### config.mk
export PLATFORM = sky130hd
export DESIGN_NAME = retire_trace_buffer_flat
export DESIGN_NICKNAME = d
export VERILOG_FILES = /design/src/rtl/retire_trace_buffer_if.sv /design/src/rtl/retire_trace_buffer.sv /design/src/flat_wrapper.sv
export SDC_FILE = /design/constraint.sdc
export NUM_CORES = 2
export LEC_CHECK = 0
export ABC_AREA = 1
export CORE_MARGIN = 5
export CORE_UTILIZATION = 49
export DETAILED_ROUTE_END_ITERATION = 12
export PLACE_DENSITY = 0.65
export SLEW_MARGIN = 20
export SYNTH_ARGS = -nofsm -noshare
export SYNTH_HDL_FRONTEND = slang
export SYNTH_SLANG_ARGS = --single-unit
### constraint.sdc
create_clock -name clk_i -period 17.7 [get_ports clk_i]
set_input_delay 1.77 -clock clk_i [delete_from_list [all_inputs] [get_ports clk_i]]
set_output_delay 1.77 -clock clk_i [all_outputs]
set_load 0.02 [all_outputs]
### src/rtl/retire_trace_buffer_if.sv
// retire_trace_buffer_if: valid/ready trace word stream between the buffer and the trace sink
// Signals:
//   valid  source -> sink  data holds a valid trace word
//   ready  sink -> source  sink accepts the word this cycle
//   data   source -> sink  current trace word (XLEN bits)
//   last   source -> sink  current word is the final word of its record
// Modports: master = trace source (the buffer), slave = trace sink.
interface retire_trace_buffer_if #(parameter int XLEN = 32);
   logic            valid;
   logic            ready;
   logic [XLEN-1:0] data;
   logic            last;
   modport master (output valid, data, last, input ready);
   modport slave (input valid, data, last, output ready);
endinterface

### src/rtl/retire_trace_buffer.sv
// retire_trace_buffer: FIFO of retirement records serialized as 6-word valid/ready trace stream
// Parameters: XLEN field/word width, DEPTH FIFO depth in records (power of two, >= 2).
// Ports:
//   clk_i, rst_i                 clock and synchronous active-high reset
//   update_i                     one instruction retired this cycle, capture the record fields
//   pc_i, instr_i                retired PC and instruction word
//   reg_addr_i, reg_data_i       write-back destination (0 = none) and data
//   mem_addr_i, mem_data_i       store address (0 = none) and data
//   trace                        master side of the trace word stream
//   level_o                      records held, including the one being drained
//   retired_count_o              update_i pulses since reset, wraps at 2^32
//   overflow_o                   sticky, a record was dropped because the FIFO was full
module retire_trace_buffer #(
   parameter int XLEN  = 32,
   parameter int DEPTH = 16
) (
   input  logic                     clk_i,
   input  logic                     rst_i,
   input  logic                     update_i,
   input  logic [XLEN-1:0]          pc_i,
   input  logic [XLEN-1:0]          instr_i,
   input  logic [4:0]               reg_addr_i,
   input  logic [XLEN-1:0]          reg_data_i,
   input  logic [XLEN-1:0]          mem_addr_i,
   input  logic [XLEN-1:0]          mem_data_i,
   retire_trace_buffer_if.master    trace,
   output logic [$clog2(DEPTH):0]   level_o,
   output logic [31:0]              retired_count_o,
   output logic                     overflow_o
);
   localparam int AW = $clog2(DEPTH);
   localparam logic [AW:0] FULL = (AW+1)'(DEPTH);
   localparam logic [0:0] IDLE = 1'b0;
   localparam logic [0:0] SEND = 1'b1;
   logic [XLEN-1:0] pc_m [DEPTH];
   logic [XLEN-1:0] instr_m [DEPTH];
   logic [4:0]      ra_m [DEPTH];
   logic [XLEN-1:0] rd_m [DEPTH];
   logic [XLEN-1:0] ma_m [DEPTH];
   logic [XLEN-1:0] md_m [DEPTH];
   logic [AW-1:0]   wp_q, wp_d, rp_q, rp_d;
   logic [AW:0]     cnt_q, cnt_d;
   logic [2:0]      widx_q, widx_d;
   logic [31:0]     rc_q, rc_d;
   logic            ovf_q, ovf_d;
   logic [0:0]      state;
   logic            push, pop, xfer;
   logic [XLEN-1:0] word;
   // Full is judged on the pre-edge count, so a same-edge pop never makes room.
   always_comb begin
      state  = (cnt_q != '0) ? SEND : IDLE;
      xfer   = (state == SEND) & trace.ready;
      push   = update_i & (cnt_q != FULL);
      pop    = xfer & (widx_q == 3'd5);
      wp_d   = push ? wp_q + 1'b1 : wp_q;
      rp_d   = pop ? rp_q + 1'b1 : rp_q;
      cnt_d  = cnt_q + {{AW{1'b0}}, push} - {{AW{1'b0}}, pop};
      widx_d = !xfer ? widx_q : pop ? 3'd0 : widx_q + 3'd1;
      rc_d   = rc_q + {31'b0, update_i};
      ovf_d  = ovf_q | (update_i & ~push);
      word   = (widx_q == 3'd0) ? pc_m[rp_q] :
               (widx_q == 3'd1) ? instr_m[rp_q] :
               (widx_q == 3'd2) ? {{(XLEN-5){1'b0}}, ra_m[rp_q]} :
               (widx_q == 3'd3) ? rd_m[rp_q] :
               (widx_q == 3'd4) ? ma_m[rp_q] : md_m[rp_q];
      trace.valid = (state == SEND);
      trace.last  = (state == SEND) & (widx_q == 3'd5);
      trace.data  = (state == SEND) ? word : '0;
   end
   always_ff @(posedge clk_i) begin
      if (rst_i) begin
         wp_q   <= '0;
         rp_q   <= '0;
         cnt_q  <= '0;
         widx_q <= '0;
         rc_q   <= '0;
         ovf_q  <= 1'b0;
      end else begin
         wp_q   <= wp_d;
         rp_q   <= rp_d;
         cnt_q  <= cnt_d;
         widx_q <= widx_d;
         rc_q   <= rc_d;
         ovf_q  <= ovf_d;
      end
   end
   // Writes only land on the non-full tail, so the entry being drained is never touched.
   always_ff @(posedge clk_i) begin
      if (push && !rst_i) begin
         pc_m[wp_q]    <= pc_i;
         instr_m[wp_q] <= instr_i;
         ra_m[wp_q]    <= reg_addr_i;
         rd_m[wp_q]    <= reg_data_i;
         ma_m[wp_q]    <= mem_addr_i;
         md_m[wp_q]    <= mem_data_i;
      end
   end
   assign level_o         = cnt_q;
   assign retired_count_o = rc_q;
   assign overflow_o      = ovf_q;
endmodule

### src/flat_wrapper.sv
// flat-port wrapper written by rule: the top's interface ports become plain ports
module retire_trace_buffer_flat 
#(
   parameter int XLEN  = 32,
   parameter int DEPTH = 16
)
  (clk_i, rst_i, update_i, pc_i, instr_i, reg_addr_i, reg_data_i, mem_addr_i, mem_data_i, level_o, retired_count_o, overflow_o, trace_valid, trace_data, trace_last, trace_ready);
  retire_trace_buffer_if #(.XLEN(XLEN)) trace_i ();
  input  logic clk_i;
  input  logic rst_i;
  input  logic update_i;
  input  logic [XLEN-1:0] pc_i;
  input  logic [XLEN-1:0] instr_i;
  input  logic [4:0] reg_addr_i;
  input  logic [XLEN-1:0] reg_data_i;
  input  logic [XLEN-1:0] mem_addr_i;
  input  logic [XLEN-1:0] mem_data_i;
  output logic [$clog2(DEPTH):0] level_o;
  output logic [31:0] retired_count_o;
  output logic overflow_o;
  output wire logic [$bits(trace_i.valid)-1:0] trace_valid;
  output wire logic [$bits(trace_i.data)-1:0] trace_data;
  output wire logic [$bits(trace_i.last)-1:0] trace_last;
  input wire logic [$bits(trace_i.ready)-1:0] trace_ready;
  assign trace_valid = trace_i.valid;
  assign trace_data = trace_i.data;
  assign trace_last = trace_i.last;
  assign trace_i.ready = trace_ready;
  retire_trace_buffer #(.XLEN(XLEN), .DEPTH(DEPTH)) u_core (.clk_i(clk_i), .rst_i(rst_i), .update_i(update_i), .pc_i(pc_i), .instr_i(instr_i), .reg_addr_i(reg_addr_i), .reg_data_i(reg_data_i), .mem_addr_i(mem_addr_i), .mem_data_i(mem_data_i), .trace(trace_i), .level_o(level_o), .retired_count_o(retired_count_o), .overflow_o(overflow_o));
endmodule
==> impl_results.md <==
- Outcome: finished clean
- Vias in the first global route: 67.9k
- Post-synthesis sequential area ratio: 0.741
- DIE WIDTH: 480 um
- Max VDD drop: 0.000107 V
- Layout area overhead: 12.6%
- Port buffer count: 240
- Max-Cap Viols: 0
- Slew Limit Fails: 0
- Core ar.: 220000 um2
- DRC viols: 0
- Post-route cell area: 122000 um2
- Slack of the worst reg-to-reg path: 12300 ps
- Crit-path max FO: 172
- Min Clock Period, post-route: 8620 ps
- Syn avg cell area: 12.3 um2
- Worst Tran Pin Value: 1180 ps
- Clock latency on the worst-skew pair: 950 ps
- Fmax: 116 MHz
- Final Hold Vio Count: 0
- Setup violations, final: 0
- Post-cts sizing count: 0
- Arr. time, crit path: 6850 ps
- Power density cells: 114 nW/um2
- Fraction of layout cells with a size suffix above 1: 0.0597
- First-pass GRT wire length: 457000 um
- Slowest cell on crit path: buf_4
- Dpl cell area: 113000 um2
- GRT Total Usage: 0.266
- Slew margin rel.: 0.210
- Synthesis Warnings: 0
- Seq cells post-synth: 2693
- Starting Density: 0.493
- Worst-path clk slew: 60 ps
- Unrepaired setup endpoints after global routing: no
- Drt first pass iters: 6
- Slowest Stage Delay on Critical Path: 910 ps
- Top_reg_cell synth: edfxtp_1
- Syn nets: 9033
- Gpl congestion: 0.822
- H-tree depth: 5
- Ys async rst share: 0
- Final worst path period share: 0.487
- Chip Height: 480 um
- Leakage: 42.1 nW
- Rows: 172
- Clk root buf: clkbuf_16
- Post-Syn Instances: 8845
- Initial antenna violation count: 52
- I/O pin cnt: 241
- Initial DRC count: 9488
- Worst Path Required: 15930 ps
- TNS Setup: 0 ps
- Worst Skew: 73.4 ps
- Post-Syn Area: 108000 um2
- Clock Sinks: 2693
- Post-DP HPWL: 157000 um
- Fillers: 18.0k
- Setup crit end kind: primary output
- WL final: 315000 um
- Die area: 231000 um2
- Gr ovfl total: 0
- CTS Hold Buffers Added: 0
- Distinct cell type count after synthesis: 42
- Number of enable flip-flop cells after synthesis: 2640
- Crit path cell chain: buf_12, buf_12, buf_4, buf_4, o21ai_0, o22ai_1, nand2_1, nand2_1, nand2_1, nand2_1, nand2_1, inv_1, a21oi_1, nor2_1, clkdlybuf4s50_1
- CTS tree: done
- Routed wire per std cell: 26.0 um
- CP startpoint kind: register
- Number of CTS-inserted buffers: 294
- Final nets: 9115
- Post-CTS Setup Inserts: 0
- Routed vias/inst: 5.95
- Final ANT Viol Nets: 0
- Worst min path class: reg -> reg
- Crit Path Category: reg -> out
- Deepest clock path buffer count: 4
- Largest net degree at the start of global routing: 208
- CP dominant cell by count: nand2_1
- Routed vias: 72.1k
-- final timing paths --
check	from	endpoint	cells after the start
hold reg to reg	u_core.rp_q[3]	register	1
setup reg to reg	u_core.level_o[2]	u_core.md_m[10][4]	10
setup / recovery	register	trace_data[10]	15
hold / removal	u_core.rp_q[3]	register	1
-- synthesized netlist by cell type (3+ instances only) --
master / instances / area [um2]
edfxtp_1: 2640 / 79300
or2_2: 5 / 31.3
o21ai_0: 507 / 2540
a22oi_1: 4 / 30.0
a22o_1: 8 / 70.1
a221oi_1: 46 / 403
o21ai_1: 19 / 95.1
nand2_1: 2302 / 8640
o211ai_1: 187 / 1400
inv_2: 6 / 22.5
nand4_1: 11 / 68.8
o221ai_1: 10 / 87.6
a32oi_1: 4 / 35.0
xor2_1: 4 / 35.0
nor3_1: 23 / 115
clkbuf_1: 231 / 867
xnor2_1: 5 / 43.8
o31ai_1: 13 / 97.6
buf_2: 230 / 1150
a21oi_1: 361 / 1810
o22ai_1: 74 / 463
nand3_1: 1185 / 5930
nor3b_2: 3 / 37.5
nor2_1: 500 / 1880
inv_1: 244 / 916
dfxtp_1: 53 / 1060
buf_6: 25 / 282
ha_1: 18 / 225
buf_4: 48 / 360
clkinv_1: 3 / 11.3
a31oi_1: 18 / 113
buf_1: 46 / 173
-- placed cells by master, fill, tap and decap left out, types with 6 or more instances in the layout --
cell,synthesis,final
o211ai_1,187,187
clkinv_2,0,40
clkdlybuf4s50_1,0,240
o21ai_0,507,507
ha_1,18,18
clkbuf_16,0,301
nor2_1,500,488
diode_2,0,31
nand3_1,1185,1185
o22ai_1,74,74
a21oi_1,361,361
buf_12,0,24
o21ai_1,19,19
inv_8,0,6
a221oi_1,46,46
nand2_1,2302,2300
nand4_1,11,11
o221ai_1,10,10
clkinv_1,3,55
edfxtp_1,2640,2640
buf_4,48,102
a22o_1,8,8
bufinv_16,0,17
dfxtp_1,53,49
clkbuf_1,231,65
clkinvlp_4,0,11
nor2_4,0,12
a31oi_1,18,18
o31ai_1,13,13
nor3_1,23,19
inv_1,244,243
-- worst max-delay path: cells and delay by family (launching register included) --
kind | cells | cell delay (ps)
AOI/OAI and AO/OA | 3 | 540
DFF | 1 | 620
buffers and inverters | 6 | 3710
and+or+nand+nor | 6 | 730
-- kinds of logic (layout without fill, tap and decap cells) --
kind of cell,Yosys count,in the layout,share of synthesized area
xor+xnor,9,9,0.000727
simple gates,4036,4036,0.155
other cells,0,31,0
fa+ha+maj,19,19,0.00226
buf+inv,834,1115,0.0350
flops,2693,2693,0.741
compound gates,1254,1254,0.0661
-- per-stage QoR --
step	power [mW]	setup slack (ps)	instances	utilization	hold slack (ps)
after floorplan	7.70	3490	8845	-	412
after global placement	8.29	10060	11600	0.514	455
after detailed placement	8.30	9980	11600	0.514	461
after CTS	14.0	8990	12100	0.554	478
after global routing	14.3	8720	12100	0.555	520
final	13.9	9080	12100	0.555	481
-- state kept, by name, summed over array words and instances (netlist names), named ones only --
signal and count:
u_core.wp_q 4, u_core.rd_m 512, u_core.level_o 5, u_core.rp_q 4, u_core.ma_m 512, u_core.pc_m 512, u_core.ra_m 80, u_core.overflow_o 1
u_core.widx_q 3, u_core.instr_m 512, u_core.retired_count_o 32, u_core.md_m 512
-- metal layers --
metal	share of wire	vias to the layer above	track usage
li1	-	31900	-
met1	0.40	35700	0.377
met2	0.46	3787	0.412
met3	0.098	671	0.0507
met4	0.038	32	0.103
met5	0.00068	-	0
-- cell type report --
cell class                      instances  area (um2)  area share
Tap cell                             2958        3700      0.0303
Multi-Input combinational cell       5318       24400       0.200
Clock buffer                          367        7790      0.0638
Inverter                              253         980     0.00803
Antenna cell                           31        77.6    0.000636
Sequential cell                      2693       80400       0.659
Clock inverter                        128        1080     0.00887
Timing Repair Buffer                  367        3680      0.0301
-- power by group --
part	total (mW)	switching (mW)	internal (mW)
Clock	5.75	2.40	3.35
Combinational	1.05	0.783	0.268
Sequential	7.13	0.0243	7.11
Power figures use the tool's default switching activity.
